==> src/rtl/prog_loader.sv <==
// prog_loader: boot-time feeder that streams 32-bit words into the core's byte memory
// (big-endian, from address 0) and holds the core in reset until the load completes.
// Optional feature macro: PROG_LOADER_CHECKSUM_EN (running mod-2^32 sum of accepted words).
module prog_loader #(
  parameter int ADDR_W    = 9,
  parameter int MAX_WORDS = 2 ** (ADDR_W - 2)
) (
  input  logic              clk,
  input  logic              reset,
  input  logic              start,
  input  logic              in_valid,
  input  logic [31:0]       in_data,
  input  logic              in_last,
  output logic              in_ready,
  output logic              mem_we,
  output logic [ADDR_W-1:0] mem_addr,
  output logic [7:0]        mem_wdata,
  output logic              cpu_reset,
  output logic              busy,
  output logic              done,
  output logic              error,
  output logic [ADDR_W-2:0] word_count,
  output logic [31:0]       checksum
);

  typedef enum logic [2:0] {IDLE, ACCEPT, WRITE, DONE, ERR} state_t;

  localparam logic [ADDR_W-2:0] WC_MAX = (ADDR_W-1)'(MAX_WORDS);

  state_t            state, state_d;
  logic [ADDR_W-1:0] ptr;
  logic [1:0]        bc;
  logic [31:0]       data_q;
  logic              last_q;
  logic              hs;
  logic              arm;

  // Big-endian byte lane: index 0 is the most significant byte.
  function automatic logic [7:0] byte_sel(input logic [31:0] w, input logic [1:0] idx);
    logic [7:0] b;
    case (idx)
      2'd0:    b = w[31:24];
      2'd1:    b = w[23:16];
      2'd2:    b = w[15:8];
      default: b = w[7:0];
    endcase
    return b;
  endfunction

  assign in_ready = (state == ACCEPT);
  assign hs       = in_ready & in_valid;
  assign arm      = start & ((state == IDLE) | (state == DONE));

  always_comb begin
    state_d = state;
    case (state)
      IDLE, DONE: if (start)    state_d = ACCEPT;
      ACCEPT:     if (in_valid) state_d = WRITE;
      WRITE: begin
        if (bc == 2'd3) begin
          if (last_q)                    state_d = DONE;
          else if (word_count == WC_MAX) state_d = ERR;
          else                           state_d = ACCEPT;
        end
      end
      ERR:     state_d = ERR;
      default: state_d = IDLE;
    endcase
  end

  // Outputs are registered from the next state so they line up with the state register.
  always_ff @(posedge clk or posedge reset) begin
    if (reset) begin
      state      <= IDLE;
      bc         <= '0;
      ptr        <= '0;
      word_count <= '0;
      mem_we     <= 1'b0;
      mem_addr   <= '0;
      mem_wdata  <= '0;
      cpu_reset  <= 1'b1;
      busy       <= 1'b0;
      done       <= 1'b0;
      error      <= 1'b0;
    end else begin
      state     <= state_d;
      cpu_reset <= (state_d != DONE);
      busy      <= (state_d == ACCEPT) || (state_d == WRITE);
      done      <= (state_d == DONE);
      error     <= (state_d == ERR);
      mem_we    <= (state_d == WRITE);
      if (arm) begin
        ptr        <= '0;
        word_count <= '0;
      end
      if (hs) begin
        bc         <= 2'd0;
        word_count <= word_count + (ADDR_W-1)'(1);
        mem_addr   <= ptr;
        mem_wdata  <= in_data[31:24];
      end else if (state == WRITE) begin
        bc <= bc + 2'd1;
        if (bc != 2'd3) begin
          mem_addr  <= mem_addr + ADDR_W'(1);
          mem_wdata <= byte_sel(data_q, bc + 2'd1);
        end else begin
          ptr <= ptr + ADDR_W'(4);
        end
      end
    end
  end

  // Word payload carries no reset; it is only read after a handshake has loaded it.
  always_ff @(posedge clk) begin
    if (hs) begin
      data_q <= in_data;
      last_q <= in_last;
    end
  end

`ifdef PROG_LOADER_CHECKSUM_EN
  always_ff @(posedge clk or posedge reset) begin
    if (reset)    checksum <= '0;
    else if (arm) checksum <= '0;
    else if (hs)  checksum <= checksum + in_data;
  end
`else
  assign checksum = 32'h0;
`endif

endmodule

==> config.mk <==
export PLATFORM = sky130hd
export DESIGN_NAME = prog_loader
export DESIGN_NICKNAME = d
export VERILOG_FILES = /design/src/rtl/prog_loader.sv
export SDC_FILE = /design/constraint.sdc
export NUM_CORES = 1
export LEC_CHECK = 0
export BUFFER_PORTS_ARGS = -buffer_cell sky130_fd_sc_hd__clkbuf_2
export CAP_MARGIN = 5
export CORE_MARGIN = 2
export CORE_UTILIZATION = 58
export CTS_BUF_LIST = sky130_fd_sc_hd__clkbuf_4
export DETAILED_ROUTE_END_ITERATION = 10
export HOLD_SLACK_MARGIN = 0.03
export PLACE_DENSITY = 0.83
export SYNTH_ARGS = -nofsm -noshare
export SYNTH_HDL_FRONTEND = slang
export SYNTH_SLANG_ARGS = --single-unit
==> constraint.sdc <==
create_clock -name clk -period 4.14 [get_ports clk]
set_clock_uncertainty 0.1 [all_clocks]
set_input_delay 0.621 -clock clk [delete_from_list [all_inputs] [get_ports clk]]
set_output_delay 0.621 -clock clk [all_outputs]
set_load 0.005 [all_outputs]
==> results.txt, run 1 <==
status: complete, no violations
Worst Tran Pin Value: 0.765 ns
maximum clock frequency: 372 MHz
Netlist cell types: 52
CP max stage delay: 0.73 ns
Post-synth EDFFs: 33
gr usage total: 22.1%
H-Tree Level Count: 3
worst skew pair latency: 0.42 ns
root buf cell: clkbuf_4
placed standard-cell area: 3890 um^2
Async S/R FF share, synth: 57.1%
WL/cell: 16.0 um
Hold Crit Class: in2async
flop-to-flop setup slack: 1.45 ns
diodes inserted: 0
cts bufs inserted: 9
row count: 28
grt ovf: 0
hold buffers post-CTS: 0
Syn Area/Cell: 11.5 um^2
fin util: 66.9%
Final min period: 2.69 ns
final hold slack: 0.194 ns
clock sinks: 77
Crit path arrival time: 2.90 ns
final WL: 7420 um
first-pass GRT wire length: 12200 um
Max Buffers Root-to-Sink: 2
max-slew violations: 0
ANT nets after route: 0
cell family with most CP delay: simple AND/OR/NAND/NOR gates
Main synth FF type: dfrtp_1
Setup TNS: 0 ns
CTS resizes: 0
largest cells by area after synthesis: dfrtp_1, edfxtp_1, buf_4
Overall Power: 2.28 mW
die width: 83.4 um
Final setup viols: 0
Synth top area share: 29.4%
io pins: 100
Post-layout nets: 429
Yosys reg bits: 77
setup bufs post-CTS: 0
initial antenna violation count: 0
Static Leak: 1.84 nW
CP max-delay cell: nor4b_4
dpl hpwl: 5260 um
CP Launch Type: flip-flop
vias in the first global route: 2530
Rel. slew slack: 48.8%
via/cell ratio: 5.71
RSZ-0062 raised after global routing: false
top cell type by total area after synthesis: dfrtp_1
drc violations: 0
Crit Path Class: reg2reg
final instance area: 4010 um^2
TritonCTS clock tree: built
Worst R2R End: mem_addr[8]
Crit. End Element: flip-flop
number of synthesis warnings: 0
Post-Synthesis Cells: 319
Initial DRC Count: 249
initial core utilization: 61.0%
die footprint: 6950 um^2
Port Buf Inserts: 67
Max FO, Critical Path: 15
Detailed Routing Iterations Pass 1: 5
largest net degree at the start of global routing: 45
CORE AREA: 5990 um^2
GPL Wtd Cong: 0.808
sequential fraction of the synthesis area: 57.3%
vias: 2648
Post-Syn Area: 3660 um^2
PwrDens: 569 nW/um^2
CP Buf/Inv Count: 0
Worst VDD drop: 0.000335 V
area delta synth->final: 9.65%
chip height: 83.4 um
share of cells above drive strength 1: 24.7%
fin crit share: 65.0%
crit-path cells: ha_1 -> nor4b_4 -> nor2_2 -> a21o_1 -> a221o_1
Worst EP required: 4.35 ns
R2R Path Start: bc[0]
Max-Cap Viols: 0
clock-pin slew on the worst setup and hold paths: 0.12 ns
Hold Fails Final Rpt: 0
worst r2r path cells: 5
report_power, final:
part           switching, mW  leakage [nW]  internal (mW)
clock                  0.264        0.0626          0.129
combinational          0.466         0.893          0.313
sequential             0.139         0.885          0.972
flip-flops by register name (all words and copies together) (netlist names):
signal	count
done	1
state	3
ptr	9
bc	2
word_count	8
mem_wdata	8
last_q	1
data_q	32
busy	1
cpu_reset	1
error	1
mem_we	1
mem_addr	9
worst max-delay path by stage:
stage	endpoint	cells past startpoint	slack (ns)	start
floorplan	data_q[0]	4	2.18	in_valid
global placement	mem_addr[8]	5	1.60	bc[0]
detailed placement	mem_addr[8]	5	1.48	bc[0]
CTS	mem_addr[8]	5	1.47	bc[0]
global route	mem_addr[8]	5	1.28	bc[0]
finish	mem_addr[8]	5	1.45	bc[0]
metrics by stage:
stage	setup WS, ns	cells
after floorplan	2.18	350
after global placement	1.60	448
after detailed placement	1.48	448
after CTS	1.47	464
after global routing	1.28	464
final	1.45	464
kinds of logic (layout without fill, tap and decap cells):
logic type	count (synthesis)	in the layout	share of synthesized area, %
xor gates and xnor gates	8	8	1.92
muxes	3	3	0.821
other	1	32	0.103
buffers and inverters	56	95	9.82
AOI/OAI and AO/OA	61	61	11.2
adders and majority gates	8	8	2.74
and+or+nand+nor	105	105	16.2
DFF	77	77	57.3
routing by layer:
layer	wire, um	GRT usage [%]	vias to the layer above
met5	0	0	-
met1	3040	28.5	1286
met2	3710	36.6	123
li1	-	-	1222
met4	167	10.3	0
met3	509	3.68	17
tightest hold or removal path: cells and delay by family:
| family | cells | cell delay [ns] |
|---|---|---|
| buf+inv | 3 | 0.57 |
cell type report:
type                            count  area (um^2)
Tap cell                           75         93.8
Sequential cell                    77         2090
Clock inverter                      6         38.8
Fill cell                         459         1980
Timing Repair Buffer               69          350
Clock buffer                       10         75.1
Inverter                           10         37.5
Multi-Input combinational cell    217         1320
synth_stat cells, types with 3 or more instances:
cell type and n:
a21oi_1 10, a221o_1 3, a222oi_1 6, a22oi_1 10
and3_1 3, buf_4 35, clkbuf_1 7, dfrtp_1 43
edfxtp_1 33, ha_1 8, inv_1 8, mux2i_1 3
nand2_1 43, nand3_1 10, nand4_1 7, nor2_1 17
nor3_1 3, o21ai_0 13, o21ai_1 7, xor2_1 8
layout by cell type (no fill, tap or decap), drive strengths merged, types with 4 or more instances in the layout:
master  synthesis  final
nand2          43     43
dfrtp          43     43
o21ai          20     20
inv            10     11
xor2            8      8
nand4           7      7
edfxtp         33     33
a21oi          10     10
a222oi          6      6
conb            1     32
and2            4      4
clkbuf          7     77
a22oi          10     10
ha              8      8
nand3          10     10
nor2           18     18
Power figures use the tool's default switching activity.
==> inputs of run 2 (changes only) <==
--- a/config.mk
+++ b/config.mk
@@ -8,11 +8,11 @@
 export BUFFER_PORTS_ARGS = -buffer_cell sky130_fd_sc_hd__clkbuf_2
 export CAP_MARGIN = 5
 export CORE_MARGIN = 2
-export CORE_UTILIZATION = 58
+export CORE_UTILIZATION = 54
 export CTS_BUF_LIST = sky130_fd_sc_hd__clkbuf_4
 export DETAILED_ROUTE_END_ITERATION = 10
 export HOLD_SLACK_MARGIN = 0.03
-export PLACE_DENSITY = 0.83
+export PLACE_DENSITY = 0.78
 export SYNTH_ARGS = -nofsm -noshare
 export SYNTH_HDL_FRONTEND = slang
 export SYNTH_SLANG_ARGS = --single-unit
==> constraint.sdc (replaced) <==
create_clock -name clk -period 2.56 [get_ports clk]
set_clock_uncertainty 0.1 [all_clocks]
set_input_delay 0.384 -clock clk [delete_from_list [all_inputs] [get_ports clk]]
set_output_delay 0.384 -clock clk [all_outputs]
set_load 0.005 [all_outputs]
==> results.txt, run 2 (synthesis results as in run 1) <==
die footprint: 7440 um^2
worst skew pair latency: 0.43 ns
share of cells above drive strength 1: 23.8%
clock sinks: 77
Crit path arrival time: 1.61 ns
dpl cells: 456
WL/cell: 16.1 um
PwrDens: 890 nW/um^2
vias in the first global route: 2643
Worst Tran Pin Value: 0.631 ns
Initial DRC Count: 172
Port Buf Inserts: 67
largest net degree at the start of global routing: 40
Post-layout nets: 468
area delta synth->final: 20.9%
cell family with most CP delay: flip-flops
setup bufs post-CTS: 0
Max Buffers Root-to-Sink: 2
GPL Wtd Cong: 0.857
post-route setup slack: 0.465 ns
final instance area: 4420 um^2
maximum clock frequency: 477 MHz
TritonCTS clock tree: built
grt ovf: 0
ANT nets after route: 0
Overall Power: 3.94 mW
Max-Cap Viols: 0
Crit. End Element: output port
Worst VDD drop: 0.000688 V
crit-path cells: nand2b_1 -> nor2_1 -> clkbuf_2
fin crit share: 81.8%
Hold Crit Class: in2reg
RSZ-0062 raised after global routing: false
first-pass GRT wire length: 12800 um
fillers: 462
biggest regs: data_q (32), mem_addr (9), ptr (9)
dpl hpwl: 5210 um
max reg flops: 32
Max FO, Critical Path: 13
Static Leak: 2.02 nW
status: complete, no violations
gr usage total: 22.8%
CP Launch Type: flip-flop
CP max-delay cell: dfrtp_1
CP Buf/Inv Count: 1
final hold slack: 0.0540 ns
Crit Path Class: reg2out
fin util: 68.4%
Setup TNS: 0 ns
cts bufs inserted: 9
Worst EP required: 2.08 ns
non-filler cells, final: 505
Detailed Routing Iterations Pass 1: 5
most frequent cells in the layout: clkbuf_2, nand2_1, dfrtp_1
Final setup viols: 0
diodes inserted: 0
CTS resizes: 0
root buf cell: clkbuf_4
CP max stage delay: 0.70 ns
chip height: 86.3 um
via/cell ratio: 5.51
CORE AREA: 6460 um^2
commonest non-fill, non-tap cell in the layout: clkbuf_2
max-slew violations: 0
Biggest register: data_q
die width: 86.3 um
row count: 29
io pins: 100
vias: 2783
drc violations: 0
placed standard-cell area: 3940 um^2
H-Tree Level Count: 3
Setup WS pre-CTS: 0.641 ns
Final min period: 2.09 ns
final WL: 8120 um
initial antenna violation count: 0
Rel. slew slack: 57.7%
clock-pin slew on the worst setup and hold paths: 0.13 ns
initial core utilization: 56.6%
Hold Fails Final Rpt: 0
run 2: timing repair:
action                                 CTS  global route
hold buffers                            28             5
endpoints found under the hold margin   43             5
setup endpoints to repair                0             0
run 2: power by group:
| group | switching (mW) | internal (mW) |
|---|---|---|
| sequential | 0.230 | 1.57 |
| combinational | 0.775 | 0.579 |
| clock | 0.467 | 0.313 |
run 2: area by class of cell:
cell class | instances | area, um^2 | share of cell area (%)
clock inverter | 7 | 80.1 | 1.81
clock buffer | 9 | 67.6 | 1.53
timing repair buffer | 108 | 726 | 16.4
inverter | 10 | 37.5 | 0.849
tap | 77 | 96.3 | 2.18
multi-input combinational | 217 | 1320 | 29.9
sequential | 77 | 2090 | 47.4
run 2: path summary, 6_finish.rpt:
kind	from	endpoint	slack, ns	cells past startpoint
hold / removal	in_data[26]	data_q[26]	0.05	1
max in group asynchronous	reset	cpu_reset	1.17	4
hold reg to reg	ptr[0]	ptr[0]	0.40	1
setup reg to reg	bc[0]	mem_addr[7]	0.60	5
setup / recovery	state[0]	in_ready	0.47	3
min in group asynchronous	reset	mem_wdata[7]	0.41	3
run 2: worst reg2reg max path, cell delays in order, from the launching register on:
cell and delay (ns):
dfrtp_1 0.47, ha_1 0.35, or4b_1 0.62, a21oi_1 0.16
o21ai_1 0.07, o311ai_1 0.09
run 2: per-layer routing:
metal | vias up | GRT usage (%) | routed length, um
met2 | 123 | 38.8 | 4110
li1 | 1297 | - | -
met5 | - | 0 | 0
met4 | 0 | 8.38 | 137
met3 | 12 | 5.24 | 486
met1 | 1351 | 28.7 | 3390
==> inputs of run 3 (changes only) <==
--- a/config.mk
+++ b/config.mk
@@ -8,11 +8,11 @@
 export BUFFER_PORTS_ARGS = -buffer_cell sky130_fd_sc_hd__clkbuf_2
 export CAP_MARGIN = 5
 export CORE_MARGIN = 2
-export CORE_UTILIZATION = 54
+export CORE_UTILIZATION = 49
 export CTS_BUF_LIST = sky130_fd_sc_hd__clkbuf_4
 export DETAILED_ROUTE_END_ITERATION = 10
 export HOLD_SLACK_MARGIN = 0.03
-export PLACE_DENSITY = 0.78
+export PLACE_DENSITY = 0.74
 export SYNTH_ARGS = -nofsm -noshare
 export SYNTH_HDL_FRONTEND = slang
 export SYNTH_SLANG_ARGS = --single-unit
==> constraint.sdc (replaced) <==
create_clock -name clk -period 1.8 [get_ports clk]
set_clock_uncertainty 0.1 [all_clocks]
set_input_delay 0.27 -clock clk [delete_from_list [all_inputs] [get_ports clk]]
set_output_delay 0.27 -clock clk [all_outputs]
set_load 0.005 [all_outputs]
==> results.txt, run 3 (synthesis results as in run 1) <==
R2R Path Start: bc[0]
Pint: 3.77 mW
Flop pwr share: 41.8%
Static Leak: 2.09 nW
drc violations: 0
area delta synth->final: 26.1%
worst skew pair latency: 0.44 ns
max reg flops: 32
maximum clock frequency: 559 MHz
CP max stage delay: 0.44 ns
fin util: 63.6%
Port Buf Inserts: 67
die footprint: 8170 um^2
H-Tree Level Count: 3
Final setup viols: 0
Post-layout nets: 482
Switching Power: 2.19 mW
Worst EP required: 2.04 ns
Crit path arrival time: 2.03 ns
die width: 90.4 um
Max-Cap Viols: 0
dpl hpwl: 5600 um
CP Buf/Inv Count: 1
CP max-delay cell: dfrtp_1
Crit Path Class: reg2reg
Max FO, Critical Path: 11
final WL: 8580 um
Detailed Routing Iterations Pass 1: 5
Crit. End Element: flip-flop
gr usage total: 22.0%
worst r2r path cells: 6
Hold Fails Final Rpt: 0
post-route setup slack: 0.0126 ns
fin crit share: 99.3%
non-filler cells, final: 541
vias: 2862
Worst R2R End: mem_wdata[7]
vias in the first global route: 2884
first-pass GRT wire length: 14000 um
flop-to-flop setup slack: 0.01 ns
CP Launch Type: flip-flop
largest net degree at the start of global routing: 53
io pins: 100
Initial DRC Count: 210
final hold slack: 0.132 ns
switching fraction of total power: 36.8%
Worst VDD drop: 0.000722 V
clock sinks: 77
via/cell ratio: 5.29
Comb power frac: 40.0%
most frequent cells in the layout: clkbuf_2, nand2_1, dfrtp_1
RSZ-0062 raised after global routing: true
row count: 31
PwrDens: 1290 nW/um^2
Crit. Startpoint: bc[0]
grt ovf: 0
clock-pin slew on the worst setup and hold paths: 0.13 ns
commonest non-fill, non-tap cell in the layout: clkbuf_2
Max Buffers Root-to-Sink: 2
chip height: 90.4 um
cts bufs inserted: 9
CORE AREA: 7250 um^2
GPL Wtd Cong: 0.819
cell family with most CP delay: compound AO/OA/AOI/OAI gates
instance count on the critical path: 6
status: complete, no violations
WL/cell: 15.9 um
max-slew violations: 0
ANT nets after route: 0
Hold Crit Class: in2reg
root buf cell: clkbuf_4
share of cells above drive strength 1: 28.5%
Critical Path End: mem_wdata[7]
biggest regs: data_q (32), mem_addr (9), ptr (9)
Biggest register: data_q
crit-path cells: ha_2 -> buf_4 -> a222oi_1 -> o21ai_1 -> a22oi_2 -> nand2_1
Overall Power: 5.96 mW
fillers: 552
clock power share: 18.2%
Setup WS pre-CTS: -0.117 ns
TritonCTS clock tree: built
Final min period: 1.79 ns
initial core utilization: 50.4%
initial antenna violation count: 0
dpl cells: 487
diodes inserted: 0
-- run 3: worst min-delay path by stage --
stage               start      endpoint  slack (ns)  cells past startpoint
6_report            start        ptr[0]        0.13                      3
5_1_grt             start        ptr[0]        0.14                      3
4_1_cts             start        ptr[0]        0.13                      3
3_5_place_dp        reset  mem_wdata[4]        0.24                      3
3_3_place_gp        reset  mem_wdata[1]        0.24                      3
2_1_floorplan  in_data[0]     data_q[0]        0.27                      0
-- run 3: what timing repair did --
action / in CTS / in global routing
hold buffers: 34 / 0
setup buffers: 0 / 4
setup endpoints to repair: 8 / 15
endpoints found under the hold margin: 83 / 0
pin swaps: 0 / 4
resized for setup: 8 / 7
-- run 3: power by group through the flow --
stage / logic (mW) / clock network (mW) / registers (mW)
2_1_floorplan: 1.40 / 0 / 2.48
3_3_place_gp: 2.05 / 0 / 2.53
3_5_place_dp: 2.12 / 0 / 2.53
4_1_cts: 2.22 / 1.08 / 2.51
5_1_grt: 2.63 / 1.17 / 2.53
6_report: 2.39 / 1.09 / 2.49
-- run 3: routing by layer --
metal	vias up	GRT usage, %	part of all wire (%)
met4	0	12.1	3.7
met5	-	0	0
met3	32	4.67	6.3
met2	159	36.3	49
met1	1352	27.0	41
li1	1319	-	-
-- run 3: cell type report --
cell class | count | area (um^2) | share of cell area (%)
inverters | 10 | 40.0 | 0.869
well taps | 99 | 124 | 2.69
repair buffers | 122 | 862 | 18.7
flip-flops and latches | 77 | 2100 | 45.5
clock buffers | 11 | 82.6 | 1.79
multi-input cells | 217 | 1340 | 29.2
clock inverters | 5 | 60.1 | 1.30
-- run 3: worst reg2reg max path: cells and delay by family (launching register included) --
kind | cells | cell delay, ns
adders and majority gates | 1 | 0.25
DFF | 1 | 0.44
buffers and inverters | 1 | 0.20
AOI/OAI and AO/OA | 3 | 0.64
and+or+nand+nor | 1 | 0.07
-- run 3: stage by stage --
step	TNS (ns)	instance area (um^2)
final	0	4610
after global routing	-0.307	4610
after CTS	-0.0114	4560
after detailed placement	-0.251	4060
after global placement	-0.0586	4060
after floorplan	0	3770
